===== src/rtl/apb_arbiter.sv =====
// -----------------------------------------------------------------------------
// apb_arbiter
//   Two-requester APB master. Commands posted on req_* are granted round-robin
//   and run through the APB SETUP/ACCESS sequence with wait-state support. An
//   ACCESS phase that never sees pready is aborted after TIMEOUT cycles. Every
//   accepted command gets exactly one single-cycle completion on rsp_valid.
//
// Ports
//   clk, rst              clock, asynchronous active-high reset
//   req_valid/write [1:0] per-requester command valid / direction (1 = write)
//   req_addr, req_wdata   packed per-requester fields, requester i at
//                         [i*W +: W]
//   req_ack [1:0]         one-cycle pulse: command of requester i accepted
//   rsp_valid [1:0]       one-cycle pulse: command of requester i completed
//   rsp_rdata, rsp_err    completion data / error, held between responses
//   busy                  high while a transfer is in SETUP or ACCESS
//   psel..pslverr         APB master port
// -----------------------------------------------------------------------------
module apb_arbiter #(
  parameter int ADDR_W  = 32,
  parameter int DATA_W  = 32,
  parameter int TIMEOUT = 16
) (
  input  logic                clk,
  input  logic                rst,
  input  logic [1:0]          req_valid,
  input  logic [1:0]          req_write,
  input  logic [2*ADDR_W-1:0] req_addr,
  input  logic [2*DATA_W-1:0] req_wdata,
  output logic [1:0]          req_ack,
  output logic [1:0]          rsp_valid,
  output logic [DATA_W-1:0]   rsp_rdata,
  output logic                rsp_err,
  output logic                busy,
  output logic                psel,
  output logic                penable,
  output logic                pwrite,
  output logic [ADDR_W-1:0]   paddr,
  output logic [DATA_W-1:0]   pwdata,
  input  logic [DATA_W-1:0]   prdata,
  input  logic                pready,
  input  logic                pslverr
);

  typedef enum logic [1:0] {
    IDLE,
    SETUP,
    ACCESS
  } state_t;

  // Wait counter only has to reach TIMEOUT-1; keep at least one bit so the
  // design still elaborates with the timeout disabled.
  localparam int CNT_W = (TIMEOUT < 1) ? 1 : $clog2(TIMEOUT + 1);
  localparam logic [CNT_W-1:0] LAST_WAIT = CNT_W'((TIMEOUT > 0) ? TIMEOUT - 1 : 0);

  state_t            state;
  logic              rr;        // favoured requester on a tie
  logic              owner;     // requester of the transfer in flight
  logic [CNT_W-1:0]  wait_cnt;

  logic              winner;
  logic [ADDR_W-1:0] win_addr;
  logic [DATA_W-1:0] win_wdata;
  logic              win_write;
  logic              timeout_hit;
  logic              done;

  // Arbitration: on a tie rr wins, otherwise the single valid requester.
  // With only bit 0 set, req_valid[1] is 0, which selects requester 0.
  always_comb begin
    winner    = (&req_valid) ? rr : req_valid[1];
    win_addr  = winner ? req_addr[ADDR_W +: ADDR_W]  : req_addr[0 +: ADDR_W];
    win_wdata = winner ? req_wdata[DATA_W +: DATA_W] : req_wdata[0 +: DATA_W];
    win_write = req_write[winner];
  end

  // A ready slave in the final allowed cycle completes normally, so the abort
  // only applies when pready is low.
  assign timeout_hit = (TIMEOUT != 0) && (wait_cnt == LAST_WAIT);
  assign done        = pready || timeout_hit;

  // NOTE: every register here updates with <= so all of them see the values
  // from before the edge; a blocking = would let later statements observe
  // half-updated state and break the registered-output timing.
  always_ff @(posedge clk or posedge rst) begin
    if (rst) begin
      state     <= IDLE;
      rr        <= 1'b0;
      owner     <= 1'b0;
      wait_cnt  <= '0;
      req_ack   <= '0;
      rsp_valid <= '0;
      rsp_rdata <= '0;
      rsp_err   <= 1'b0;
      busy      <= 1'b0;
      psel      <= 1'b0;
      penable   <= 1'b0;
      pwrite    <= 1'b0;
      paddr     <= '0;
      pwdata    <= '0;
    end else begin
      // Handshake outputs are single-cycle pulses.
      req_ack   <= '0;
      rsp_valid <= '0;

      unique case (state)
        IDLE: begin
          if (|req_valid) begin
            owner           <= winner;
            rr              <= ~winner;
            paddr           <= win_addr;
            pwrite          <= win_write;
            pwdata          <= win_write ? win_wdata : '0;
            psel            <= 1'b1;
            penable         <= 1'b0;
            busy            <= 1'b1;
            wait_cnt        <= '0;
            req_ack[winner] <= 1'b1;
            state           <= SETUP;
          end
        end

        SETUP: begin
          penable <= 1'b1;
          state   <= ACCESS;
        end

        ACCESS: begin
          if (done) begin
            psel             <= 1'b0;
            penable          <= 1'b0;
            busy             <= 1'b0;
            rsp_valid[owner] <= 1'b1;
            rsp_rdata        <= (pready && !pwrite) ? prdata : '0;
            rsp_err          <= pready ? pslverr : 1'b1;
            state            <= IDLE;
          end else begin
            wait_cnt <= wait_cnt + CNT_W'(1);
          end
        end

        default: state <= IDLE;
      endcase
    end
  end

endmodule


===== config.mk =====
export PLATFORM = sky130hd
export DESIGN_NAME = apb_arbiter
export DESIGN_NICKNAME = d
export VERILOG_FILES = /design/src/rtl/apb_arbiter.sv
export SDC_FILE = /design/constraint.sdc
export NUM_CORES = 1
export LEC_CHECK = 0
export CAP_MARGIN = 0
export CORE_AREA = 3 3 118 120
export DETAILED_ROUTE_END_ITERATION = 12
export DIE_AREA = 0 0 121 123
export GPL_TIMING_DRIVEN = 0
export PLACE_DENSITY_LB_ADDON = 0.12
export SLEW_MARGIN = 5
export SYNTH_ARGS = -nofsm -noshare
export SYNTH_HDL_FRONTEND = slang
export SYNTH_SLANG_ARGS = --single-unit

===== constraint.sdc =====
create_clock -name clk -period 11.3 [get_ports clk]
set_clock_uncertainty 0.1 [all_clocks]
set_input_delay 1.695 -clock clk [delete_from_list [all_inputs] [get_ports clk]]
set_output_delay 1.695 -clock clk [all_outputs]
set_load 0.01 [all_outputs]

# After elaboration in Yosys (flattened, before gate mapping)
# Cells that the tools add are included.
# word_totals
wordCells	68
inputBits	168
output_inout_bits	105
ff_bits	113
# classes
addsub	1
n_reduce_logical	16
eq_ne	6
n_bitwise	1
magnitude_cmp	4
mux	27
# ops
op	n
$mux W32	4
$mux W2	6
$mux W5	2
$pmux W5 S2	1
$mux W1	9
$reduce_and A3 Y1	3
$reduce_and A2 Y1	4
$ne A2 B2 Y1 const B	3
$pmux W2 S3	1
$add A5 B1 Y5 const B	1
$eq A5 B4 Y1 const B	1
$lt A1 B2 Y1 const B	2
$logic_and A1 B1 Y1	3
$pmux W1 S3	1
$reduce_bool A3 Y1	1
$demux W1 S1	2
$eq A2 B1 Y1 const B	1
$eq A2 B2 Y1 const B	1
$ge A1 B1 Y1 const B	2
$logic_not A2 Y1	1
$pmux W1 S2	1
$reduce_bool A2 Y1	1
$reduce_or A2 Y1	1
$logic_not A1 Y1	1
other kinds (2)	2

# Longest topological paths before layout
# depth
depth_word	8
depth_mapped	8
depth_no_buf	6

# Least setup slack after synthesis
# Ideal clock, no wire load.
# synth_path
path_type	input to register
start	input port req_valid[1]
end	register wait_cnt[4]
slack_ns	8.096
t_required_ns	11.075
path_stages	5
arrival_time_ns	2.979
path_cell_list	buf_2 or2_2 clkbuf_1 a21boi_0 mux2_2
# synth_via
elab_chain_len	3
# synth_lines
item	line_no	source
start: declaration	26	input logic [1:0] req_valid,
$reduce_or A2 Y1	108	if (|req_valid) begin
$ne A2 B2 Y1 (no line)	-	
$reduce_and A3 Y1 (no line)	-	
end signal: assignment	138	wait_cnt <= wait_cnt + CNT_W'(1);
end: declaration	59	logic [CNT_W-1:0] wait_cnt;
# Every way passes these cells.
# A chain may end at the register's enable or synchronous reset.

# Worst setup path after layout
# layout_path
start	input port req_valid[1]
end	register pwdata[13]
# layout_via
elab_chain_len	5
# layout_lines
item	line_no	source
$reduce_and A2 Y1	71	winner = (&req_valid) ? rr : req_valid[1];
$mux W1	71	
$mux W1 (implied by the code) (2 in series)	74	win_write = req_write[winner];
$mux W32	113	pwdata <= win_write ? win_wdata : '0;
end signal: assignment	113	
end: declaration	39	output logic [DATA_W-1:0] pwdata,
# Several ways; a longest one is shown, not always the timed one. The select of a mux whose other input is x is not followed.

==> out/results.txt <==
area share of the largest cell type after synthesis: 0.534
setup bufs post-CTS: 0
Port Buffers: 270
CP cell instances: clkdlybuf4s50_1, buf_2, or2_2, nand2_1, inv_1, clkbuf_1, buf_1, a31oi_1
CP peak stage delay: 480 ps
Final Cycle Share: 0.319
initial antenna violation count: 0
Worst slew margin: 0.452
clock-pin slew on the worst setup and hold paths: 50 ps
total track usage: 0.252
sequential fraction of the synthesis area: 0.534
Initial Util: 0.405
Clock Root Buffer: clkbuf_16
CP max stage cell: clkdlybuf4s50_1
CP Depth: 8
final hold violation count: 0
worst path required time: 11,460 ps
unrepaired setup endpoints after global routing: false
crit path DAT: 3770 ps
# Max-Cap Violations: 0
Max Root-Sink Buffers: 2
Setup TNS: 0 ps
Leak: 3.40 nW
max frequency: 0.277 GHz
largest net degree at the start of global routing: 61
Crit path buffers/inverters: 5
endpoint class of the critical path: flop
Internal: 1.45 mW
worst min-delay path class: flop to flop
initial DRC count: 536
drt wl/cell: 18.8 µm
DP Wirelength: 13,900 µm
die height: 123 µm
Slew Limit Fails: 0
Synth Net Count: 691
final setup vio count: 0
top post-synthesis cells by area: dfrtp_1 53%, o21ai_0 6.6%, a221o_1 5.9%, o2111ai_1 5.3%, o211ai_1 4.8%
CTS tree: done
Synth async-reset ratio: 1.00
Slew @ Worst Pin: 821 ps
prevailing post-synth register cell: dfrtp_1
Die Area: 14,900 µm²
Sw Pwr: 784 µW
Comb power frac: 0.462
Power Total: 2.23 mW
Avg Inst Size Synth: 10.2 µm²
# H-tree levels: 4
sw frac: 0.352
Nets: 981
n_diodes: 0
Ys Warns: 0
synthesized instance count: 521
DRC Markers: 0
crit-path max FO: 10
Area Overhead vs Synth: 65.7%
I/O Pins: 273
CP startpoint kind: primary input
Overflow after GRT: 0
cell family with most CP delay: buffers and inverters
post-route antenna net violation count: 0
global-route wire length before repair: 29,600 µm
post-synth cell types: 33
DRT Pass-1 Iters: 6
vias after detailed routing: 5,698
clock share of power: 0.216
Commonest cells post-synth: 113 x dfrtp_1, 70 x o21ai_0, 58 x clkbuf_1
Synth Cell Area: 5300 µm²
vias in the first global route: 5,758
core area: 13,100 µm²
PD cells: 254 nW/µm²
Seq cells post-synth: 113
largest area contributor in the netlist: dfrtp_1
worst IR drop on VDD: 0.114 mV
PostCTS Resize Cnt: 0
R2R depth: 8
CTS Sinks: 113
critical setup path kind: primary input to flop
cts bufs inserted: 17
most common cell in the netlist: dfrtp_1
die width: 121 µm
layout cell share with drive strength beyond 1: 0.0461
routability cong.: 0.902
std cell rows: 42
Hold Path Depth: 2
status: complete, no violations
final WL: 18,800 µm
crit path time final: 3600 ps
Post-CTS Hold Buffers: 0
via/cell ratio: 5.70
Post-synth EDFFs: 0
FF-to-FF setup slack: 8610 ps
Clk Latency, worst-skew pair: 410 ps
sequential share of power: 0.322
## sequential cells by signal, indices dropped and copies added, names as in the netlist
register   flops
psel           1
rr             1
rsp_err        1
wait_cnt       5
rsp_valid      2
pwrite         1
state          2
penable        1
rsp_rdata     32
owner          1
pwdata        32
paddr         32
req_ack        2
## layout by cell type, fill, tap and decap left out, types with 2 or more instances in the layout
cell type	synthesis	final
clkinv_2	0	6
dfrtp_1	113	113
nor2_1	7	7
clkbuf_1	58	65
buf_2	5	5
clkbuf_16	0	17
o2111ai_1	32	32
or3_1	2	2
nand2b_1	2	2
ha_1	2	2
buf_1	3	3
o21ai_0	70	70
nand2_1	34	34
a221o_1	31	31
inv_1	5	4
nor2b_1	2	2
a31oi_1	34	34
a21oi_1	36	36
a21o_1	5	5
clkdlybuf4s50_1	0	270
o211ai_1	34	34
a21boi_0	32	32
## path summary, 6_finish.rpt
| path | startpoint | to |
|---|---|---|
| min reg2reg | rsp_rdata[3] | rsp_rdata[3] |
| max | req_valid[1] | pwdata[13] |
| min | rsp_rdata[3] | rsp_rdata[3] |
| max reg2reg | wait_cnt[0] | rsp_rdata[27] |
| min in group asynchronous | rst | rsp_rdata[27] |
| max in group asynchronous | rst | rr |
## routing by layer
layer  vias to the layer above  share of wire  global-route usage
met5                         -              0                   0
met4                         0          0.031               0.110
met3                        43          0.087              0.0677
met2                       332           0.49               0.409
met1                      2724           0.39               0.318
li1                       2599              -                   -
## power by group through the flow
stage / Clock (mW) / Sequential, mW / Combinational (mW)
global route: 0.507 / 0.738 / 1.12
global placement: 0 / 0.713 / 1.01
CTS: 0.490 / 0.716 / 1.04
finish: 0.482 / 0.718 / 1.03
detailed placement: 0 / 0.716 / 1.03
floorplan: 0 / 0.783 / 0.388
## final cells by class
cell class / instances / area (µm²)
Buffer: 67 / 262
Clock buffer: 25 / 465
Clock inverter: 7 / 60.1
Fill cell: 1027 / 4310
Inverter: 7 / 31.3
Multi-Input combinational cell: 334 / 2180
Sequential cell: 113 / 2830
Tap cell: 176 / 220
Timing Repair Buffer: 271 / 2730
## tightest hold or removal path: stages, from the launching register on
cell and delay [ps]:
dfrtp_1 330, o21ai_0 70, o21ai_0 70
## through the flow
stage | hold WS [ps] | area [µm²] | util | worst slack (ps) | std cells
after floorplan | 318 | 5300 | - | 6520 | 521
after global placement | 385 | 8220 | 0.628 | 4880 | 967
after detailed placement | 397 | 8250 | 0.631 | 7300 | 968
after CTS | 407 | 8780 | 0.671 | 7720 | 1000
after global routing | 436 | 8780 | 0.671 | 7480 | 1000
final | 404 | 8780 | 0.671 | 7700 | 1000
## cell families (layout without fill, tap and decap cells)
| kind of cell | after synthesis | count (layout) | synth area share |
|---|---|---|---|
| AOI/OAI and AO/OA | 276 | 276 | 0.357 |
| DFF | 113 | 113 | 0.534 |
| buffers and inverters | 74 | 377 | 0.0543 |
| and+or+nand+nor | 55 | 55 | 0.0479 |
| adders and majority gates | 2 | 2 | 0.00472 |
| muxes | 1 | 1 | 0.00213 |
(Power assumes the default switching activity.)
